==> config.mk <==
export PLATFORM = sky130hd
export DESIGN_NAME = cpu_ctrl_seq
export DESIGN_NICKNAME = d
export VERILOG_FILES = /design/src/rtl/cpu_ctrl_pkg.sv /design/src/rtl/cpu_ctrl_decode.sv /design/src/rtl/cpu_ctrl_seq.sv
export SDC_FILE = /design/constraint.sdc
export NUM_CORES = 1
export LEC_CHECK = 0
export CAP_MARGIN = 20
export CORE_MARGIN = 4
export CORE_UTILIZATION = 28
export DETAILED_ROUTE_END_ITERATION = 16
export PLACE_DENSITY_LB_ADDON = 0.15
export SYNTH_ARGS = -nofsm -noshare
export SYNTH_HDL_FRONTEND = slang
export SYNTH_SLANG_ARGS = --single-unit
==> constraint.sdc <==
create_clock -name CLK -period 1.5 [get_ports CLK]
set_input_delay 0.3 -clock CLK [delete_from_list [all_inputs] [get_ports CLK]]
set_output_delay 0.3 -clock CLK [all_outputs]
set_load 0.05 [all_outputs]
==> src/rtl/cpu_ctrl_pkg.sv <==
// cpu_ctrl_pkg: shared states, opcodes, pc_src and ALU encodings for the CPU control sequencer.
package cpu_ctrl_pkg;
   typedef enum logic [2:0] {
      S_BOOT, S_FETCH, S_DECODE, S_EXEC, S_MEM, S_WB, S_HALT
   } state_t;
   localparam logic [3:0] OP_NOP  = 4'h0;
   localparam logic [3:0] OP_ADDI = 4'h8;
   localparam logic [3:0] OP_LW   = 4'h9;
   localparam logic [3:0] OP_SW   = 4'hA;
   localparam logic [3:0] OP_BEQ  = 4'hB;
   localparam logic [3:0] OP_JMP  = 4'hC;
   localparam logic [3:0] OP_ILL0 = 4'hD;
   localparam logic [3:0] OP_ILL1 = 4'hE;
   localparam logic [3:0] OP_HALT = 4'hF;
   localparam logic [1:0] PC_INC = 2'd0;
   localparam logic [1:0] PC_BR  = 2'd1;
   localparam logic [1:0] PC_JMP = 2'd2;
   localparam logic [2:0] ALU_ADD = 3'd1;
   localparam logic [2:0] ALU_SUB = 3'd2;
   localparam logic [2:0] ALU_AND = 3'd3;
   localparam logic [2:0] ALU_OR  = 3'd4;
   localparam logic [2:0] ALU_XOR = 3'd5;
   localparam logic [2:0] ALU_SLT = 3'd6;
   localparam logic [2:0] ALU_SHL = 3'd7;
endpackage

==> src/rtl/cpu_ctrl_decode.sv <==
// cpu_ctrl_decode: combinational opcode classifier; NOP is the opcode with no class set.
module cpu_ctrl_decode
   import cpu_ctrl_pkg::*;
(
   input  logic [3:0] opcode,
   output logic       is_alu,
   output logic       is_imm,
   output logic       is_load,
   output logic       is_store,
   output logic       is_branch,
   output logic       is_jump,
   output logic       is_halt,
   output logic       is_illegal
);
   always_comb begin
      is_alu     = !opcode[3] && (opcode != OP_NOP);
      is_imm     = opcode == OP_ADDI;
      is_load    = opcode == OP_LW;
      is_store   = opcode == OP_SW;
      is_branch  = opcode == OP_BEQ;
      is_jump    = opcode == OP_JMP;
      is_halt    = opcode == OP_HALT;
      is_illegal = (opcode == OP_ILL0) || (opcode == OP_ILL1);
   end
endmodule

==> src/rtl/cpu_ctrl_seq.sv <==
// cpu_ctrl_seq: multi-cycle fetch/decode/exec/mem/wb control sequencer.
// Optional memory-ack watchdog enabled by defining CTRL_MEM_TIMEOUT_EN.
module cpu_ctrl_seq
   import cpu_ctrl_pkg::*;
#(
   parameter int TIMEOUT_CYCLES = 16
) (
   input  logic        CLK,
   input  logic        RESET_N,
   input  logic [15:0] Instruction,
   input  logic        zero,
   input  logic        mem_ack,
   output logic        mem_req,
   output logic        mem_we,
   output logic        mem_sel,
   output logic        ir_write,
   output logic        pc_write,
   output logic [1:0]  pc_src,
   output logic [2:0]  alu_op,
   output logic        alu_src,
   output logic        reg_write,
   output logic        wb_sel,
   output logic        retired,
   output logic        halted,
   output logic        fault
);
   state_t state, nxt;
   logic   set_fault;
   logic   is_alu, is_imm, is_load, is_store, is_branch, is_jump, is_halt, is_illegal;
   logic   unused_bits;

   cpu_ctrl_decode u_dec (
      .opcode    (Instruction[15:12]),
      .is_alu    (is_alu),
      .is_imm    (is_imm),
      .is_load   (is_load),
      .is_store  (is_store),
      .is_branch (is_branch),
      .is_jump   (is_jump),
      .is_halt   (is_halt),
      .is_illegal(is_illegal)
   );

   assign unused_bits = ^{Instruction[11:0], TIMEOUT_CYCLES != 0};
   assign halted      = state == S_HALT;

`ifdef CTRL_MEM_TIMEOUT_EN
   logic [7:0] wait_cnt;
   logic       waiting, expired;
   assign waiting = ((state == S_FETCH) || (state == S_MEM)) && !mem_ack;
   assign expired = waiting && (wait_cnt == 8'(TIMEOUT_CYCLES - 1));
   always_ff @(posedge CLK or negedge RESET_N)
      if (!RESET_N) wait_cnt <= '0;
      else wait_cnt <= waiting ? wait_cnt + 8'd1 : '0;
`else
   logic expired;
   assign expired = 1'b0;
`endif

   always_ff @(posedge CLK or negedge RESET_N)
      if (!RESET_N) begin
         state <= S_BOOT;
         fault <= 1'b0;
      end else begin
         state <= nxt;
         fault <= fault | set_fault;
      end

   always_comb begin
      nxt       = state;
      set_fault = 1'b0;
      mem_req   = 1'b0;
      mem_we    = 1'b0;
      mem_sel   = 1'b0;
      ir_write  = 1'b0;
      pc_write  = 1'b0;
      pc_src    = PC_INC;
      alu_op    = 3'd0;
      alu_src   = 1'b0;
      reg_write = 1'b0;
      wb_sel    = 1'b0;
      retired   = 1'b0;
      case (state)
         S_BOOT: nxt = S_FETCH;
         S_FETCH: begin
            mem_req  = 1'b1;
            ir_write = mem_ack;
            pc_write = mem_ack;
            nxt      = mem_ack ? S_DECODE : S_FETCH;
         end
         S_DECODE: begin
            pc_write  = is_jump;
            pc_src    = is_jump ? PC_JMP : PC_INC;
            set_fault = is_illegal;
            retired   = is_jump || !(is_alu || is_imm || is_load || is_store || is_branch || is_halt || is_illegal);
            nxt       = (is_halt || is_illegal) ? S_HALT :
                        retired ? S_FETCH : S_EXEC;
         end
         S_EXEC: begin
            alu_op   = is_alu ? Instruction[14:12] : is_branch ? ALU_SUB : ALU_ADD;
            alu_src  = is_imm || is_load || is_store;
            pc_write = is_branch && zero;
            pc_src   = is_branch ? PC_BR : PC_INC;
            retired  = is_branch;
            nxt      = is_branch ? S_FETCH : (is_load || is_store) ? S_MEM : S_WB;
         end
         S_MEM: begin
            mem_req = 1'b1;
            mem_sel = 1'b1;
            mem_we  = is_store;
            retired = is_store && mem_ack;
            nxt     = !mem_ack ? S_MEM : is_store ? S_FETCH : S_WB;
         end
         S_WB: begin
            reg_write = 1'b1;
            wb_sel    = is_load;
            retired   = 1'b1;
            nxt       = S_FETCH;
         end
         default: nxt = S_HALT;
      endcase
      // A watchdog expiry wins over whatever the wait state wanted to do.
      if (expired) begin
         nxt       = S_HALT;
         set_fault = 1'b1;
      end
   end
endmodule

==> results.py <==
metrics = {
    "routing": {
        "vias_per_cell": 5.28,
        "avgRoutedWirePerCell_um": 15.9,
        "drtPass1Iterations": 4,
        "vias": 702,
        "wl_um": 2120,
        "drt-initial-drc-count": 14,
        "drc": 0,
        "postRouteAntennaNets": 0,
    },
    "timing": {
        "clock_skew_ns": 0.00668,
        "hold_viol": 0,
        "rsz0062_at_grt": "yes",
        "slew_viol_final": 0,
        "period_needed_ns": 1.80,
        "timing.fmax_ghz": 0.554,
        "post-route-period-util": 1.20,
        "max_slew.worst_pin.slew_ns": 0.344,
        "maxSlewHeadroom": 0.768,
        "whs_ns": 0.237,
        "finalSetupViolCount": 15,
        "setup_ws_ns": -0.304,
    },
    "die": {
        "die_h_um": 47.9,
        "pin_count": 36,
        "dieArea_um2": 2290,
        "die_x_um": 47.9,
        "start_util": 0.296,
        "num_rows": 14,
        "coreArea_um2": 1510,
    },
    "clock_network": {
        "clk_latency_ns": 0.26,
        "post_cts_hold_buffer_count": 0,
        "cts_tree": "done",
        "numCtsBuffers": 3,
        "cts.sinks": 4,
        "cts_root_buf": "clkbuf_4",
        "path_clk_slew_ns": 0.05,
        "htree_levels": 1,
        "clock_path_buffers": 2,
    },
    "synthesis": {
        "synth_ff_type": "dfrtp_1",
        "synthCells": 54,
        "yosysTopAreaCell": "dfrtp_1",
        "avgSynthCellArea_um2": 8.25,
        "netlist_area_um2": 445,
        "yosysUniqueCellTypes": 32,
        "ys_async_sr_fraction": 1.00,
        "synth_top_area_frac": 0.225,
        "syn_nets": 74,
        "ys_warn_count": 0,
        "netlist_top_cells_area": "dfrtp_1, nor2_1, nand2b_1",
        "synth_edf_count": 0,
        "ys_seq_elements": 4,
        "yosysSeqAreaShare": 0.225,
    },
    "grt": {
        "grt_pass1_vias": 743,
        "grt.overflow.total": 0,
        "grt_pass1_wl_um": 3430,
        "grt_antenna_before_repair": 0,
        "grt_util_all_layers": 0.220,
        "grt_max_degree": 8,
    },
    "layout": {
        "drive_above_1_share": 0.786,
        "design_area_um2": 1340,
        "final_util": 0.887,
        "final_cell_mix": "buf_4, buf_12, buf_6",
        "fin_cells": 133,
        "mostFrequentLayoutCell": "buf_4",
        "fill_cells": 61,
        "layout.nets": 138,
        "antenna_cells": 0,
        "syn2layout_area_growth_pct": 200,
    },
    "placement": {
        "hpwlAfterDp_um": 1410,
        "port_buffers": 23,
        "placed_area_um2": 1140,
        "dp.cells": 117,
        "place.gp.congestion": 0.810,
    },
    "worst_setup_path": {
        "critPathMaxFanout": 6,
        "cp-end-kind": "primary output",
        "worstPathRequired_ns": 1.20,
        "crit_arrival_ns": 1.50,
        "worst_setup_path_start_kind": "flop",
        "criticalPathCategory": "flop to primary output",
    },
    "run": {
        "maxCapViolCount": 0,
    },
    "power_and_ir_drop": {
        "ir_drop_mv": 1.60,
        "power_density_nw_per_um2": 1630,
        "total_leakage_power_nw": 0.592,
    },
    "run_status": {
        "violations": "setup timing",
        "status": "complete, but fails checks",
    },
    "worst_hold_path": {
        "hold_class": "input port to async pin",
    },
}
[per-layer routing]
layer | vias to the layer above | wire length, µm | track usage
li1 | 330 | - | -
met1 | 350 | 916 | 0.272
met2 | 18 | 1060 | 0.340
met3 | 4 | 98 | 0.0752
met4 | 0 | 46 | 0.102
met5 | - | 0 | 0
[cell families after synthesis]
| logic type | after synthesis | share of synthesized area |
|---|---|---|
| flip-flops | 4 | 0.225 |
| buffers and inverters | 8 | 0.0898 |
| AND/OR/NAND/NOR | 25 | 0.374 |
| AO/OA/AOI/OAI | 16 | 0.292 |
| XOR/XNOR | 1 | 0.0197 |
[layout make-up]
cell class | count | area (µm²) | share of cell area
clock buffers | 4 | 26.3 | 0.0197
inverters | 4 | 20.0 | 0.0150
flip-flops and latches | 4 | 104 | 0.0777
repair buffers | 63 | 697 | 0.522
multi-input cells | 42 | 469 | 0.351
well taps | 16 | 20.0 | 0.0150
[worst paths after layout]
check / start / cells after the start / endpoint / slack (ns)
max: state[0] / 5 / pc_write / -0.30
min: RESET_N / 1 / state[2] / 0.24
max reg2reg: state[0] / 5 / state[0] / 0.11
min reg2reg: fault / 2 / fault / 0.56
max in group asynchronous: RESET_N / 1 / state[1] / 1.08
min in group CLK: Instruction[15] / 3 / state[0] / 0.49
[cell usage after synthesis, types with 2 or more instances]
library cell,n
inv_1,4
a21oi_1,3
dfrtp_1,4
or2b_1,2
a31o_2,2
o31ai_1,2
nand4b_1,2
nor2b_1,2
nand2b_1,3
a211oi_1,2
and3_1,2
nor2_1,6
[per-stage QoR]
step	worst slack, ns	power [mW]	TNS (ns)
final	-0.304	2.18	-3.22
after global routing	-0.366	2.28	-4.08
after CTS	-0.282	2.13	-3.11
after detailed placement	-0.645	1.65	-6.28
after global placement	-0.617	1.63	-5.99
after floorplan	-0.372	0.968	-2.57
[where the power goes]
group          internal, mW  leakage [nW]  total (mW)  switching (mW)
Clock                 0.101        0.0150       0.169          0.0675
Sequential            0.152        0.0415       0.214          0.0629
Combinational         0.945         0.535        1.80           0.851
[what timing repair did]
| action | CTS | global route |
|---|---|---|
| resized for setup | 41 | 1 |
| buffers inserted | 11 | 1 |
| pin swaps | 13 | 3 |
| endpoints found under the setup margin | 18 | 15 |
[critical path, cell delays in order (launching register included)]
cell,delay (ns)
dfrtp_2,0.45
nand3b_1,0.14
buf_4,0.14
nor2_4,0.03
a211o_4,0.33
buf_12,0.15
[flip-flops by register name (all words and copies together), names as in the netlist]
name   flops
state      3
fault      1
Power figures use the tool's default switching activity.
